File: src/rtl/gpio_irq.sv
// gpio_irq: Wishbone GPIO slave with per-pin direction control, a
// SYNC_STAGES-deep input synchroniser and per-pin edge-triggered interrupts
// with sticky, write-1-to-clear pending bits.
// Optional feature: define GPIO_IRQ_BOTH_EDGE_EN to add the BOTH register at
// offset 0x18, which lets a pin interrupt on either edge. Without it, 0x18
// reads 0 and ignores writes.
module gpio_irq #(
    parameter logic [31:0] BASE_ADDRESS = 32'h4000_0000,
    parameter int          WIDTH        = 8,
    parameter int          SYNC_STAGES  = 2
) (
    input  logic             clk_i,
    input  logic             rst_i,
    input  logic             stb_i,
    input  logic             cyc_i,
    input  logic [31:0]      adr_i,
    input  logic [3:0]       sel_i,
    input  logic [31:0]      dat_i,
    output logic [31:0]      dat_o,
    input  logic             we_i,
    output logic             ack_o,
    output logic             err_o,
    output logic             rty_o,
    input  logic [WIDTH-1:0] pin_input,
    output logic [WIDTH-1:0] pin_output,
    output logic [WIDTH-1:0] pin_oe,
    output logic             interrupt
);

    typedef enum logic [2:0] {
        REG_IN   = 3'd0,
        REG_OUT  = 3'd1,
        REG_DIR  = 3'd2,
        REG_IEN  = 3'd3,
        REG_POL  = 3'd4,
        REG_PEND = 3'd5,
        REG_BOTH = 3'd6,
        REG_RSVD = 3'd7
    } reg_idx_e;

    // Byte-lane merge of bus write data into a WIDTH-bit register.
    function automatic logic [WIDTH-1:0] f_merge(input logic [WIDTH-1:0] old_val,
                                                 input logic [WIDTH-1:0] new_val,
                                                 input logic [WIDTH-1:0] mask);
        return (old_val & ~mask) | (new_val & mask);
    endfunction

    logic [WIDTH-1:0] r_sync [SYNC_STAGES];
    logic [WIDTH-1:0] r_prev;
    logic [WIDTH-1:0] r_out;
    logic [WIDTH-1:0] r_dir;
    logic [WIDTH-1:0] r_ien;
    logic [WIDTH-1:0] r_pol;
    logic [WIDTH-1:0] r_pend;
`ifdef GPIO_IRQ_BOTH_EDGE_EN
    logic [WIDTH-1:0] r_both;
`endif
    logic             r_ack;
    logic [31:0]      r_dat;

    logic             w_hit;
    logic             w_access;
    logic             w_wr;
    reg_idx_e         w_reg;
    logic [31:0]      w_lane_mask;
    logic [WIDTH-1:0] w_wmask;
    logic [WIDTH-1:0] w_wdata;
    logic [WIDTH-1:0] w_w1c;
    logic [WIDTH-1:0] w_in;
    logic [WIDTH-1:0] w_rise;
    logic [WIDTH-1:0] w_fall;
    logic [WIDTH-1:0] w_edge;
    logic [31:0]      w_rdata;
    logic             w_unused_bits;

    // A new transaction starts only when no ack is outstanding, so a held
    // strobe produces one ack every other cycle.
    assign w_hit       = stb_i & cyc_i & (adr_i[31:5] == BASE_ADDRESS[31:5]);
    assign w_access    = w_hit & ~r_ack;
    assign w_wr        = w_access & we_i;
    assign w_reg       = reg_idx_e'(adr_i[4:2]);
    assign w_lane_mask = {{8{sel_i[3]}}, {8{sel_i[2]}}, {8{sel_i[1]}}, {8{sel_i[0]}}};
    assign w_wmask     = w_lane_mask[WIDTH-1:0];
    assign w_wdata     = dat_i[WIDTH-1:0];
    assign w_w1c       = (w_wr && (w_reg == REG_PEND)) ? (w_wdata & w_wmask) : '0;

    // Address bits below the word and data/lane bits above WIDTH are not
    // decoded by this block.
    assign w_unused_bits = ^{adr_i[1:0], dat_i, w_lane_mask};

    assign w_in   = r_sync[SYNC_STAGES-1];
    assign w_rise = w_in & ~r_prev;
    assign w_fall = ~w_in & r_prev;

`ifdef GPIO_IRQ_BOTH_EDGE_EN
    assign w_edge = r_ien & ((r_both & (w_rise | w_fall))
                           | (~r_both & ((r_pol & w_rise) | (~r_pol & w_fall))));
`else
    assign w_edge = r_ien & ((r_pol & w_rise) | (~r_pol & w_fall));
`endif

    // Synchroniser chain for the asynchronous pins plus a one-cycle delayed
    // copy of its output for edge detection.
    always_ff @(posedge clk_i) begin
        if (rst_i) begin
            // NOTE: the chain is cleared on reset so IN reads 0 and the edge
            // detector starts from a known level instead of stale pin history.
            for (int i = 0; i < SYNC_STAGES; i++) r_sync[i] <= '0;
            r_prev <= '0;
        end else begin
            // NOTE: non-blocking assignments make every stage take its
            // neighbour's pre-edge value; blocking ones would collapse the
            // chain into a single flop.
            r_sync[0] <= pin_input;
            for (int i = 1; i < SYNC_STAGES; i++) r_sync[i] <= r_sync[i-1];
            r_prev <= w_in;
        end
    end

    // Read multiplexer; bits at and above WIDTH read as zero.
    always_comb begin
        // NOTE: default first so every path assigns w_rdata and no latch is
        // inferred for unlisted or reserved offsets.
        w_rdata = '0;
        case (w_reg)
            REG_IN:   w_rdata[WIDTH-1:0] = w_in;
            REG_OUT:  w_rdata[WIDTH-1:0] = r_out;
            REG_DIR:  w_rdata[WIDTH-1:0] = r_dir;
            REG_IEN:  w_rdata[WIDTH-1:0] = r_ien;
            REG_POL:  w_rdata[WIDTH-1:0] = r_pol;
            REG_PEND: w_rdata[WIDTH-1:0] = r_pend;
`ifdef GPIO_IRQ_BOTH_EDGE_EN
            REG_BOTH: w_rdata[WIDTH-1:0] = r_both;
`endif
            default:  ;
        endcase
    end

    // Control registers and pending bits; an edge set beats a same-cycle clear.
    always_ff @(posedge clk_i) begin
        if (rst_i) begin
            r_out  <= '0;
            r_dir  <= '0;
            r_ien  <= '0;
            r_pol  <= '0;
            r_pend <= '0;
`ifdef GPIO_IRQ_BOTH_EDGE_EN
            r_both <= '0;
`endif
        end else begin
            if (w_wr) begin
                case (w_reg)
                    REG_OUT:  r_out  <= f_merge(r_out, w_wdata, w_wmask);
                    REG_DIR:  r_dir  <= f_merge(r_dir, w_wdata, w_wmask);
                    REG_IEN:  r_ien  <= f_merge(r_ien, w_wdata, w_wmask);
                    REG_POL:  r_pol  <= f_merge(r_pol, w_wdata, w_wmask);
`ifdef GPIO_IRQ_BOTH_EDGE_EN
                    REG_BOTH: r_both <= f_merge(r_both, w_wdata, w_wmask);
`endif
                    default:  ;
                endcase
            end
            r_pend <= (r_pend & ~w_w1c) | w_edge;
        end
    end

    // Bus response: one-cycle ack, read data registered alongside it and
    // zero otherwise so it can be OR-combined on the shared bus.
    always_ff @(posedge clk_i) begin
        if (rst_i) begin
            r_ack <= 1'b0;
            r_dat <= '0;
        end else begin
            r_ack <= w_access;
            r_dat <= (w_access && !we_i) ? w_rdata : '0;
        end
    end

    assign ack_o      = r_ack;
    assign dat_o      = r_dat;
    assign err_o      = 1'b0;
    assign rty_o      = 1'b0;
    assign pin_output = r_out;
    assign pin_oe     = r_dir;
    assign interrupt  = |(r_pend & r_ien);

endmodule
File: config.mk
export PLATFORM = sky130hd
export DESIGN_NAME = gpio_irq
export DESIGN_NICKNAME = d
export VERILOG_FILES = /design/src/rtl/gpio_irq.sv
export SDC_FILE = /design/constraint.sdc
export NUM_CORES = 1
export LEC_CHECK = 0
export ABC_AREA = 1
export CAP_MARGIN = 20
export CORE_MARGIN = 4
export CORE_UTILIZATION = 44
export DETAILED_ROUTE_END_ITERATION = 12
export PLACE_DENSITY = 0.8
export SLEW_MARGIN = 10
export SYNTH_ARGS = -nofsm -noshare
export SYNTH_HDL_FRONTEND = slang
export SYNTH_SLANG_ARGS = --single-unit
File: constraint.sdc
create_clock -name clk_i -period 1.4 [get_ports clk_i]
set_input_delay 0.14 -clock clk_i [delete_from_list [all_inputs] [get_ports clk_i]]
set_output_delay 0.14 -clock clk_i [all_outputs]
set_load 0.01 [all_outputs]
=== Word level (Yosys, flattened, before mapping) ===
Memories as Yosys holds them, arrays and structs flattened.
Index checks and enable logic that the tools add are counted.

* Memories: 1
* Word-level logic and storage cells: 64
* Output and inout bits: 52
* Memory bits (writable): 16
* Register bits after elaboration: 81

{| class="wikitable"
|+ Memories
! name !! depth !! bits a word !! read ports !! clocked after memory_dff !! write ports !! line !! RTL
|-
| r_sync || 2 || 8 || 2 || 0 || 2 || 48 || <nowiki>logic [WIDTH-1:0] r_sync [SYNC_STAGES];</nowiki>
|}

* Bitwise gates (word level): 31
* Mux-type cells: 7
* Eq/ne operators: 6
* Reduce and logical (&&, ||, !) cells: 10

{| class="wikitable"
|+ Operators by type and width
! cell !! number
|-
| 8-bit AND || 12
|-
| 8-bit bitwise OR || 6
|-
| 8-bit one-hot mux with 6 select lines || 1
|-
| 8-bit NOT || 5
|-
| 27-bit by 26-bit equality test with 1-bit output, second input constant || 1
|-
| 8-bit two-way mux || 3
|-
| 2-bit AND reduction || 4
|-
| 8-bit OR reduction || 1
|-
| 3-bit by 2-bit equality test with 1-bit output, second input constant || 2
|-
| 3-bit equality test, second input constant || 2
|-
| 1-bit AND || 4
|-
| 3-bit by 1-bit equality test with 1-bit output, second input constant || 1
|-
| 3-bit zero test || 1
|-
| 1-bit two-way mux || 3
|-
| 1-bit logical AND || 2
|-
| 1-bit NOT || 2
|-
| 1-bit bitwise OR || 2
|-
| 2-bit OR reduction || 1
|-
| 1-bit zero test || 1
|}

=== Depth between registers and ports, before layout ===
* Depth in word-level cells: 9
* Depth in mapped cells: 12
* Depth with buffers taken out: 10

=== Worst setup path after synthesis ===
Ideal clock, no wire load.

* Path kind: flip-flop to flip-flop
* Start: register r_ack (netlist: ack_o)
* End: register with a tool-made name
* Data required time: 1287 ps
* Setup time: 113 ps
* Arrival time: 1276 ps
* Cell stages (with the launch flop): 11
* Path slack: 12 ps
* Cells stage by stage: dfxtp_1 > nor2_1 > nand2_1 > nor2_1 > nand2_2 > nor2_8 > buf_6 > nand3_4 > buf_6 > nor2_1 > nor2_1

{| class="wikitable"
|+ RTL lines
! element !! line !! RTL
|-
| start: declaration || 58 || <nowiki>logic r_ack;</nowiki>
|-
| start signal: assignment || 174 || <nowiki>r_ack <= w_access;</nowiki>
|}

=== Final worst setup path ===
* Start: register r_pend[1]
* End: output port interrupt

* Cells in the longest elaborated chain, start to end: 2

{| class="wikitable"
|+ Ends and longest elaborated chain
! element !! line !! RTL
|-
| start: declaration || 54 || <nowiki>logic [WIDTH-1:0] r_pend;</nowiki>
|-
| start signal: assignment || 163 || <nowiki>r_pend <= (r_pend & ~w_w1c) | w_edge;</nowiki>
|-
| 8-bit AND || 185 || <nowiki>assign interrupt = |(r_pend & r_ien);</nowiki>
|-
| 8-bit OR reduction || 185 ||
|-
| end: declaration || 27 || <nowiki>output logic interrupt</nowiki>
|}

No other way between the ends.

==> run_results.csv <==
group,metric,value,unit
setup_path,worstReg2RegStart,"ack_o",
sta,min_period,1381,ps
clock_network,h-tree-depth,3,
logic_synthesis,netlist_area,3431,um2
routing,drcViolationCount,0,
clock_network,clock_path_buffers,2,
logic_synthesis,yosysSeqAreaShare,0.4260,
sta,setup_viol,0,
global_routing,grt-ovfl-total,0,
final_layout,antenna_cells,0,
sta,slew_violations,0,
placed_design,dp_cells,717,
routing,ant_nets,0,
floorplan,dieArea,9274,um2
clock_network,cts_tree,"yes",
placed_design,place.detailed.hpwl,7233,um
setup_path,crit_start,"r_pend[1]",
hold_path,hp-class,"primary input to flip-flop",
final_layout,layout_commonest_cell,"nor2_1",
setup_path,crit_slowest_cell,"dfxtp_2",
final_layout,ff_latch_area,1468,um2
setup_path,endpoint,"interrupt",
clock_network,clkTransAtPathRegs,80,ps
global_routing,grt_max_degree,34,
clock_network,cts_made_buffers,9,
setup_path,worst-setup-path-type,"flip-flop to output port",
logic_synthesis,ys_warn_count,0,
final_layout,syn_to_final_growth,39.79,%
sta,finalCritPeriodShare,0.9867,
global_routing,antenna_found_initial,0,
sta,max_freq,723.9,MHz
setup_path,critPathMaxFanout,2,
final_layout,multi_input_area,1546,um2
logic_synthesis,synth.distinct_cells,27,
sta,finalClockSkew,9.369,ps
routing,wl_per_cell,12.54,um
routing,vias_per_cell,4.610,
final_layout,fin_area,4796,um2
sta,grt_setup_unrepaired,"true",
routing,drtIter0Drc,217,
clock_network,cts_sinks,73,
routing,finalWirelength,9202,um
logic_synthesis,synthCells,508,
status,outcome,"finished clean",
power,leakage,2.364,nW
placed_design,gp_congestion,0.9217,
final_layout,fill_cells,652,
setup_path,cp.required,1260,ps
final_layout,layout-drive-gt1-share,0.1685,
routing,vias,3384,
placed_design,portBuffers,77,
final_layout,final_cell_mix,"119 x nor2_1, 113 x nand2_1, 71 x inv_1",
clock_network,root_buffer,"clkbuf_8",
clock_network,clock_latency,360,ps
setup_path,start_kind,"flip-flop",
setup_path,slowest_delay,330,ps
floorplan,dieWidth,96.30,um
placed_design,dpl_worst_slack,-319.7,ps
floorplan,io-pin-count,133,
setup_path,endpoint_kind,"output port",
final_layout,fin_nets,711,
floorplan,coreArea,7408,um2
setup_path,regToRegSetupSlack,40,ps
placed_design,place_area,4534,um2
global_routing,grt_pass1_wl,14390,um
global_routing,grt_pass1_vias,3201,
sta,setup_ws,18.61,ps
floorplan,fp-row-count,31,
power,power_density,837.4,nW/um2
floorplan,initial_core_util,0.4631,
setup_path,critPathArrivalTime,1240,ps
logic_synthesis,syn_avg_cell_area,6.754,um2
sta,holdWs,292.4,ps
global_routing,grtUsageTotal,0.2052,
hold_path,hold_path_depth,3,
routing,drtPass1Iterations,5,
final_layout,instances_no_fill,734,
sta,hold_viol_final,0,
logic_synthesis,synth-seq-cells,73,
job,cap_viol_max_count,0,
setup_path,path_cells,"inv_2 -> o22ai_2 -> a21oi_2 -> o2111ai_2 -> buf_2",
setup_path,worstRegToRegCells,9,
power,ir_drop,0.0006042,V
final_layout,finish.utilization,0.6474,
floorplan,die_h,96.30,um
## final cells by class
type                       count  share of cell area
clock buffer                  10             0.02870
tap                           99             0.02583
clock inverter                 6            0.009131
inverter                      81             0.06340
timing repair buffer         126              0.2445
multi-input combinational    339              0.3225
sequential                    73              0.3060
## report_power, final
part / internal (mW) / switching [mW] / leakage, nW
registers: 2.10 / 0.0108 / 0.595
clock network: 0.693 / 0.821 / 0.0922
logic: 0.199 / 0.191 / 1.68
total: 2.99 / 1.02 / 2.36
## what timing repair did
item / 4_1_cts / 5_1_grt
setup buffers: 0 / 1
resized for setup: 22 / 26
endpoints found under the setup margin: 10 / 54
hold buffers: 0 / 0
pin swaps: 1 / 2
## per-layer routing
| metal | GRT usage | vias to the layer above | part of all wire |
|---|---|---|---|
| met3 | 0.04457 | 8 | 0.071 |
| met5 | 0 | - | 0 |
| met2 | 0.3761 | 109 | 0.52 |
| met1 | 0.2334 | 1537 | 0.40 |
| met4 | 0.07009 | 0 | 0.0083 |
| li1 | - | 1730 | - |
## worst min-delay path by stage
stage	start	endpoint	slack, ps
2_1_floorplan	pin_input[0]	r_sync[0][0]	250
3_3_place_gp	r_sync[0][6]	r_sync[0][14]	390
3_5_place_dp	r_sync[0][2]	r_sync[0][10]	400
4_1_cts	pin_input[4]	r_sync[0][4]	280
5_1_grt	pin_input[4]	r_sync[0][4]	290
6_report	pin_input[2]	r_sync[0][2]	290
## synth_stat cells (all sizes together)
cell type  number  area (um2)
nand3b          1       7.510
dfxtp          73        1461
a21oi          18       90.09
o21ai           9       45.04
nor3            3       26.28
buf            34       247.7
nor2          123       480.5
nand3          23       152.7
clkinv          1       3.750
inv            80       300.3
a22oi           1       7.510
clkbuf          6       22.52
a31oi           1       6.260
o221ai          7       61.31
o2111ai         1       8.760
o22ai           9       56.30
conb            1       3.750
nand2         117       449.2
## worst max-delay path, delay by kind of cell (launching register included)
kind | cells | cell delay, ps
flip-flops | 1 | 330
AO/OA/AOI/OAI | 3 | 330
buffers and inverters | 2 | 220
## through the flow
stage | total power, mW | TNS [ps]
floorplan | 2.351 | 0
global placement | 2.540 | -12190
detailed placement | 2.548 | -13250
CTS | 4.038 | -27.34
global route | 4.179 | -2425
finish | 4.016 | 0
## kinds of logic (layout without fill, tap and decap cells)
logic type | count (synthesis) | in the layout | synth area share
AND/OR/NAND/NOR | 267 | 267 | 0.3253
other | 1 | 26 | 0.001093
buffers and inverters | 121 | 223 | 0.1674
flip-flops | 73 | 73 | 0.4260
AO/OA/AOI/OAI | 46 | 46 | 0.08024
Note: power is estimated with default switching activity, not from simulation.
